==> src/rtl/weight_loader_pkg.sv <==
// ============================================================================
// Module      : weight_loader_pkg
// Description : Shared constants and state encoding for the kernel weight
//               loader and the 6-entry, 72-bit kernel weight buffer.
// Revision    : 1.0 - initial release
// ============================================================================
`default_nettype none

package weight_loader_pkg;

    localparam int BYTE_W      = 8;
    localparam int TAPS        = 9;
    localparam int NUM_KERNELS = 6;
    localparam int IDX_W       = 3;
    localparam int KWORD_W     = BYTE_W * TAPS;
    localparam int BCNT_W      = 4;

    typedef enum logic [1:0] {
        IDLE  = 2'd0,
        LOAD  = 2'd1,
        FLUSH = 2'd2,
        DONE  = 2'd3
    } state_t;

endpackage

`default_nettype wire

==> src/rtl/weight_loader_if.sv <==
// ============================================================================
// Module      : weight_loader_if
// Description : Byte stream handshake from upstream plus the write port of
//               the kernel weight buffer.
// Revision    : 1.0 - initial release
// ============================================================================
`default_nettype none

interface weight_loader_if;
    import weight_loader_pkg::*;

    logic                in_valid;
    logic [BYTE_W-1:0]   in_data;
    logic                in_ready;
    logic                readen;
    logic [IDX_W-1:0]    in_index;
    logic [KWORD_W-1:0]  weight_data;

    // Upstream / environment side
    modport master (
        output in_valid, in_data,
        input  in_ready, readen, in_index, weight_data
    );

    // Loader side
    modport slave (
        input  in_valid, in_data,
        output in_ready, readen, in_index, weight_data
    );
endinterface

`default_nettype wire

==> src/rtl/weight_loader_packer.sv <==
// ============================================================================
// Module      : weight_packer
// Description : Shifts accepted weight bytes into a kernel word; emits the
//               packed 72-bit word with a one-cycle valid after every 9th byte.
// Revision    : 1.0 - initial release
// ============================================================================
`default_nettype none

module weight_packer
    import weight_loader_pkg::*;
(
    input  wire logic                clk,
    input  wire logic                rst,
    input  wire logic                clear_i,
    input  wire logic                accept_i,
    input  wire logic [BYTE_W-1:0]   data_i,
    output logic [KWORD_W-1:0]       word_o,
    output logic                     word_valid_o,
    output logic                     last_byte_o
);

    // Only the first eight bytes need staging; the ninth goes straight
    // into the output word, so the published word holds while the next
    // kernel streams in.
    logic [KWORD_W-BYTE_W-1:0] sreg_q;
    logic [BCNT_W-1:0]         bcnt_q;
    logic [KWORD_W-1:0]        word_q;
    logic                      valid_q;

    assign last_byte_o  = (bcnt_q == BCNT_W'(TAPS - 1));
    assign word_o       = word_q;
    assign word_valid_o = valid_q;

    // Byte shifting, tap counting and word publication
    always_ff @(posedge clk or posedge rst) begin
        if (rst) begin
            sreg_q  <= '0;
            bcnt_q  <= '0;
            word_q  <= '0;
            valid_q <= 1'b0;
        end else begin
            valid_q <= 1'b0;
            if (clear_i) begin
                sreg_q <= '0;
                bcnt_q <= '0;
            end else if (accept_i) begin
                sreg_q <= {sreg_q[KWORD_W-2*BYTE_W-1:0], data_i};
                if (last_byte_o) begin
                    bcnt_q  <= '0;
                    word_q  <= {sreg_q, data_i};
                    valid_q <= 1'b1;
                end else begin
                    bcnt_q <= bcnt_q + BCNT_W'(1);
                end
            end
        end
    end

endmodule

`default_nettype wire

==> src/rtl/weight_loader.sv <==
// ============================================================================
// Module      : weight_loader
// Description : Loads a programmable number of 3x3 kernels from a byte
//               stream into the kernel weight buffer and signals completion.
// Revision    : 1.0 - initial release
// ============================================================================
`default_nettype none

module weight_loader
    import weight_loader_pkg::*;
(
    input  wire logic              clk,
    input  wire logic              rst,
    input  wire logic              start,
    input  wire logic [IDX_W-1:0]  kernel_cnt,
    output logic                   busy,
    output logic                   done,
    weight_loader_if.slave         bus
);

    state_t            state_q, state_d;
    logic [IDX_W-1:0]  kc_q;
    logic [IDX_W-1:0]  kcnt_q;
    logic [IDX_W-1:0]  idx_q;

    logic              in_ready_w;
    logic              accept_w;
    logic              start_ok_w;
    logic              last_byte_w;
    logic              word_done_w;
    logic [IDX_W-1:0]  kc_clamp_w;

    assign start_ok_w  = start && (state_q == IDLE);
    assign accept_w    = bus.in_valid && in_ready_w;
    assign word_done_w = accept_w && last_byte_w;
    assign kc_clamp_w  = (kernel_cnt > IDX_W'(NUM_KERNELS)) ? IDX_W'(NUM_KERNELS)
                                                            : kernel_cnt;

    weight_packer u_packer (
        .clk          (clk),
        .rst          (rst),
        .clear_i      (start_ok_w),
        .accept_i     (accept_w),
        .data_i       (bus.in_data),
        .word_o       (bus.weight_data),
        .word_valid_o (bus.readen),
        .last_byte_o  (last_byte_w)
    );

    assign bus.in_ready = in_ready_w;
    assign bus.in_index = idx_q;

    // State register
    always_ff @(posedge clk or posedge rst) begin
        if (rst) begin
            state_q <= IDLE;
        end else begin
            state_q <= state_d;
        end
    end

    // Next-state and state-decoded outputs
    always_comb begin
        state_d    = state_q;
        in_ready_w = 1'b0;
        busy       = 1'b1;
        done       = 1'b0;
        case (state_q)
            IDLE: begin
                busy = 1'b0;
                if (start) begin
                    state_d = (kc_clamp_w == '0) ? DONE : LOAD;
                end
            end
            LOAD: begin
                in_ready_w = 1'b1;
                // kc_q is at least 1 here, so kc_q-1 cannot underflow
                if (word_done_w && (kcnt_q == kc_q - IDX_W'(1))) begin
                    state_d = FLUSH;
                end
            end
            FLUSH: begin
                state_d = DONE;
            end
            DONE: begin
                done    = 1'b1;
                state_d = IDLE;
            end
            default: begin
                state_d = IDLE;
            end
        endcase
    end

    // Kernel count latch, kernel counter and write index
    always_ff @(posedge clk or posedge rst) begin
        if (rst) begin
            kc_q   <= '0;
            kcnt_q <= '0;
            idx_q  <= '0;
        end else if (start_ok_w) begin
            kc_q   <= kc_clamp_w;
            kcnt_q <= '0;
        end else if (word_done_w) begin
            idx_q  <= kcnt_q;
            kcnt_q <= kcnt_q + IDX_W'(1);
        end
    end

endmodule

`default_nettype wire

==> src/flat_wrapper.sv <==
// flat-port wrapper written by rule: the top's interface ports become plain ports
module weight_loader_flat import weight_loader_pkg::*;
  (clk, rst, start, kernel_cnt, busy, done, bus_in_valid, bus_in_data, bus_in_ready, bus_readen, bus_in_index, bus_weight_data);
  weight_loader_if bus_i ();
  input  wire logic clk;
  input  wire logic rst;
  input  wire logic start;
  input  wire logic [IDX_W-1:0] kernel_cnt;
  output logic busy;
  output logic done;
  input wire logic [$bits(bus_i.in_valid)-1:0] bus_in_valid;
  input wire logic [$bits(bus_i.in_data)-1:0] bus_in_data;
  output wire logic [$bits(bus_i.in_ready)-1:0] bus_in_ready;
  output wire logic [$bits(bus_i.readen)-1:0] bus_readen;
  output wire logic [$bits(bus_i.in_index)-1:0] bus_in_index;
  output wire logic [$bits(bus_i.weight_data)-1:0] bus_weight_data;
  assign bus_i.in_valid = bus_in_valid;
  assign bus_i.in_data = bus_in_data;
  assign bus_in_ready = bus_i.in_ready;
  assign bus_readen = bus_i.readen;
  assign bus_in_index = bus_i.in_index;
  assign bus_weight_data = bus_i.weight_data;
  weight_loader u_core (.clk(clk), .rst(rst), .start(start), .kernel_cnt(kernel_cnt), .busy(busy), .done(done), .bus(bus_i));
endmodule
==> config.mk <==
export PLATFORM = sky130hd
export DESIGN_NAME = weight_loader_flat
export DESIGN_NICKNAME = d
export VERILOG_FILES = /design/src/rtl/weight_loader_pkg.sv /design/src/rtl/weight_loader_if.sv /design/src/rtl/weight_loader_packer.sv /design/src/rtl/weight_loader.sv /design/src/flat_wrapper.sv
export SDC_FILE = /design/constraint.sdc
export NUM_CORES = 1
export LEC_CHECK = 0
export CORE_MARGIN = 5
export CORE_UTILIZATION = 46
export CTS_BUF_LIST = sky130_fd_sc_hd__clkbuf_4 sky130_fd_sc_hd__clkbuf_8
export CTS_CLUSTER_DIAMETER = 100
export DETAILED_ROUTE_END_ITERATION = 8
export GPL_ROUTABILITY_DRIVEN = 1
export PLACE_DENSITY = 0.74
export SLEW_MARGIN = 20
export SYNTH_ARGS = -nofsm -noshare
export SYNTH_HDL_FRONTEND = slang
export SYNTH_HIERARCHICAL = 1
export SYNTH_SLANG_ARGS = --single-unit
export TNS_END_PERCENT = 20
==> constraint.sdc <==
create_clock -name clk -period 6.1 [get_ports clk]
set_input_delay 0.61 -clock clk [delete_from_list [all_inputs] [get_ports clk]]
set_output_delay 0.61 -clock clk [all_outputs]
set_load 0.05 [all_outputs]
After elaboration in Yosys (flattened, before gate mapping). Index checks and enable logic that the tools add are counted. Widths: inputs -> output; s select.

Register bits after elaboration: 152. Latch bits: 0. Memory bits (writable): 0. Bits in read-only memories: 0. Output and inout bits: 79. Word-level logic and storage cells: 49. Memories: 0.

Add/sub/neg operators: 3. $mul: 0. Div/mod/pow operators: 0. $lt $le $gt $ge: 1. Equality and inequality tests: 7. Shift operators: 0. Muxes and demuxes: 18. Bitwise logic cells: 1. Reductions and logical operators: 11.

Operator list (number): $mux 64 (2); $mux 4 (3); $mux 3 (3); $pmux 2 s4 (1); $mux 1 (6); $mux 2 (3); $add 4x1->4 const B (1); $eq 2x2->1 const B (2); $eq 4x4->1 const B (1); $logic_and 1x1->1 (4); $reduce_and 2->1 (2); $reduce_bool 2->1 (2); $add 3x1->3 const B (1); $eq 3x3->1 (1); $gt 3x3->1 const B (1); $logic_not 3->1 (1); $reduce_and 3->1 (1); $sub 3x1->3 const B (1); $eq 2x1->1 const B (1); $logic_not 2->1 (1); $ne 2x1->1 const B (1); $ne 2x2->1 const B (1); $not 1->1 (1).

Longest topological paths before layout.
Depth after elaboration: 7. Gate-level depth with buffers: 9. Gate-level depth less buffers: 8.

Hierarchy. The synthesis kept the hierarchy.

Modules (own cells, without submodules): weight_packer (times used 1, cells each 388, area an instance 5870.6 sq um, sequential area each 3528.4 sq um); weight_loader (times used 1, cells each 59, area an instance 634.4 sq um, sequential area each 275.3 sq um).

Least setup slack after synthesis. OpenSTA, ideal clock, no wires.

Path type: reg2reg. Start: register u_core.state_q[1]. End: register u_core.u_packer.word_q[0] (netlist: u_core/u_packer/word_o[0]). Data arrival time: 2.142 ns. Path slack: 3.833 ns. Stages on the path, launching flop included: 9. Cell sequence: dfrtp_1 inv_1 ha_1 and2_1 buf_2 nor3b_2 buf_6 buf_12 mux2_4.

Longest elaborated chain between the ends: 4. Elaborated cells on any way between the ends: 7.

RTL lines: start: declaration (RTL line weight_loader.sv:21) `state_t state_q, state_d;`; start signal: assignment (RTL line weight_loader.sv:58) `state_q <= state_d;`; $eq 2x1->1 (RTL line weight_loader.sv:68) `case (state_q)`; $mux 1 (RTL line weight_loader.sv:68); via bus_in_ready (RTL line flat_wrapper.sv:13) `output wire logic [$bits(bus_i.in_ready)-1:0] bus_in_ready;`; $logic_and 1x1->1 (RTL line weight_loader.sv:34) `assign accept_w = bus.in_valid && in_ready_w;`; via u_core.accept_w (RTL line weight_loader.sv:27) `logic accept_w;`; $reduce_and 3->1 (no line); end signal: assignment (RTL line weight_loader_packer.sv:50) `word_q <= {sreg_q, data_i};`; end: declaration (RTL line weight_loader_packer.sv:27) `logic [KWORD_W-1:0] word_q;`.

The timed path passes the listed nets, and every way through them passes these cells. A chain may end at the register's enable or synchronous reset.

Worst setup path after layout.
Start: register u_core.state_q[1]. End: output bus_in_ready.

Longest elaborated chain between the ends: 2.

RTL lines (RTL line): $eq 2x1->1 (weight_loader.sv:68); $mux 1 (weight_loader.sv:68); end: declaration (flat_wrapper.sv:13).

No other way between the ends.

==> results.ini <==
[clock_network]
cts_tree = built
clk_pin_slew_worst_paths_ns = 0.08
cts_sinks = 152
worstSkewPairLatency_ns = 0.44
cts_resized = 0
clockRootBuffer = clkbuf_8
postCtsHoldBufs = 0
cts_buffers = 17
clk_path_buf_depth = 2
h-tree-depth = 4
postCtsSetupBuffers = 0

[routing]
drtIter0Drc = 210
num_vias = 3614
drc = 0
viasPerCell = 4.964
ant_nets = 0
post_drt_wl_per_cell_um = 16.56
drt-total-wl_um = 12050
drt_first_pass_iters = 4

[sta]
skew_ns = 0.01089
slew_headroom_pct = 29.85
finalSetupViolCount = 0
hold_viol = 0
rsz0062_at_grt = false
tightest_slew_ns = 1.052
fin_setup_tns_ns = 0
max_freq_ghz = 0.3771
finalCritPeriodShare_pct = 43.47
slew_violations = 0
fin_crit_ns = 2.652

[synth]
synthMuxAreaShare_pct = 27.76
yosys.area_share.simple_pct = 6.155
yosys_warnings = 6
synth_area_per_cell_sq_um = 14.55
synth_top_family_by_area = multiplexers
synth_fa_ha_area_share_pct = 1.731
synthCells = 447
yosysSeqAreaShare_pct = 58.47
synth_cell_types = 32
ys_seq_elements = 152
synth_compound_area_share_pct = 0.7886
synthesis.area_sq_um = 6505
synthesis.nets = 471
synthXorXnorAreaFrac_pct = 0.8078

[die]
design.core.area_sq_um = 13880
dieWidth_um = 128.9
dieArea_sq_um = 16620
rows = 43
die_h_um = 128.9
ioPinCount = 94
start_util_pct = 46.86

[layout]
final_common_cell = dfrtp_1
antenna_cells = 0
area_growth_pct = 20.56
drive_gt1_share_pct = 21.17
final_cell_mix = 152 x dfrtp_1, 93 x clkdlybuf4s50_1, 70 x nor2_1
design_area_sq_um = 7843
final.fill_count = 1131
nNetsFinal = 564

[setup_path]
cp.required_ns = 5.49
worst_setup_path_end_kind = output pin
crit_buf_inv = 2
regToRegEndpoint = u_core/u_packer/word_o[48]
cp_max_fo = 4
r2r_cells = 7
crit_chain = inv_1, ha_1, clkdlybuf4s50_1
critical_path_class = register to output pin
slowest_stage = clkdlybuf4s50_1
critPathMaxStageDelay_ns = 0.83
critPathLaunchType = register
crit_family = buffers and inverters
cp_data_arrival_time_ns = 2.04
reg2reg_slack_ns = 3.57
regToRegStartpoint = u_core/state_q[0]

[power_and_ir_drop]
p_leak_nw = 3.679
ir_drop_uv = 312.4
power.density_nw_per_um2 = 507.8
totalPowerFinal_mw = 3.983

[global_route]
first_global_vias = 3795
grt_max_degree = 82
grtUsageTotal_pct = 15.40
gr-total-overflow = 0
antenna_found_initial = 0
grt_pass1_wl_um = 20040

[flow_run]
cap_violations = 0

[placed_design]
hpwl_um = 7914
dpl_cell_area_sq_um = 7475
gp_congestion = 0.8318
io_buffers = 93

[worst_hold_path]
worstHoldPathType = register to register
hp-start = u_core/bus.in_index[0]
hold_depth = 1
whs_endpoint = u_core/bus.in_index[0]

[status]
status = finished, final reports clean

-- state kept, by name, indices dropped and copies added, names as in the netlist --
signal / flops
u_core/u_packer/word_o: 72
u_core/u_packer/sreg_q: 64
u_core/u_packer/bcnt_q: 4
u_core/bus.in_index: 3
u_core/kc_q: 3
u_core/kcnt_q: 3
u_core/state_q: 2
u_core/u_packer/word_valid_o: 1
-- synth_stat cells, drive strengths merged --
cell type	number	area, sq um
ha	9	112.6
a21boi	1	7.510
mux2	76	1115
nor3b	1	12.51
nand2	8	30.03
nand3b	1	20.02
nand3	2	10.01
nand2b	1	6.260
inv	10	37.54
dfrtp	152	3804
a21oi	4	23.77
and3	1	6.260
nor4b	1	15.01
o21ai	4	20.02
nor3	1	5.000
nor2	70	262.8
or3b	1	8.760
xor2	2	17.52
and4b	1	11.26
clkinv	1	3.750
nor2b	1	6.260
clkbuf	7	26.28
and2	1	6.260
mux2i	69	690.7
xnor2	4	35.03
buf	18	211.5
-- worst register-to-register path, cell delays in order (launching register included) --
cell	delay [ns]
dfrtp_1	0.38
inv_1	0.11
ha_1	0.25
nand2_1	0.14
inv_2	0.07
nor3b_4	0.18
buf_4	0.79
mux2_2	0.50
-- power breakdown --
part	total (mW)	switching (mW)	internal [mW]
registers	1.53	0.228	1.31
logic	1.76	1.05	0.711
clock network	0.686	0.336	0.349
total	3.98	1.62	2.37
-- cells by family after synthesis --
group | count (synthesis)
muxes | 145
adders and majority gates | 9
and+or+nand+nor | 90
buffers and inverters | 36
AOI/OAI and AO/OA | 9
DFF | 152
xor gates and xnor gates | 6
-- final cells by class --
cell class                 instances  area, sq um  share of cell area [%]
clock buffer                      22        290.3                   3.701
clock inverter                     5        50.05                  0.6382
inverter                          11        46.29                  0.5903
multi-input combinational        259         2431                   31.00
sequential                       152         3804                   48.50
tap                              180        225.2                   2.872
timing repair buffer              99        996.0                   12.70
-- worst max path at each step --
stage	end	from	slack (ns)	cells past startpoint
floorplan	u_core/u_packer/bcnt_q[0]	rst	1.71	1
global placement	u_core/u_packer/bcnt_q[2]	bus_in_valid	3.18	6
detailed placement	u_core/u_packer/bcnt_q[2]	bus_in_valid	3.14	6
CTS	bus_in_ready	u_core/state_q[1]	3.42	3
global route	bus_in_ready	u_core/state_q[1]	3.33	3
finish	bus_in_ready	u_core/state_q[1]	3.45	3
-- per-layer routing --
metal | track usage (%) | up-vias | routed length [um]
met5 | 0 | - | 0
met4 | 5.930 | 0 | 216
met3 | 4.774 | 16 | 588
met2 | 23.23 | 85 | 5690
met1 | 20.95 | 1823 | 5559
li1 | - | 1690 | -
-- stage by stage --
stage | std cells | hold WS (ns) | utilization (%) | worst slack, ns
4_1_cts | 727 | 0.5027 | 56.30 | 3.420
6_report | 728 | 0.4967 | 56.50 | 3.448
5_1_grt | 728 | 0.5190 | 56.50 | 3.328
3_3_place_gp | 700 | 0.4812 | 53.85 | 3.181
3_5_place_dp | 700 | 0.4864 | 53.85 | 3.143
2_1_floorplan | 447 | 0.4624 | - | 1.709
Power figures use the tool's default switching activity.
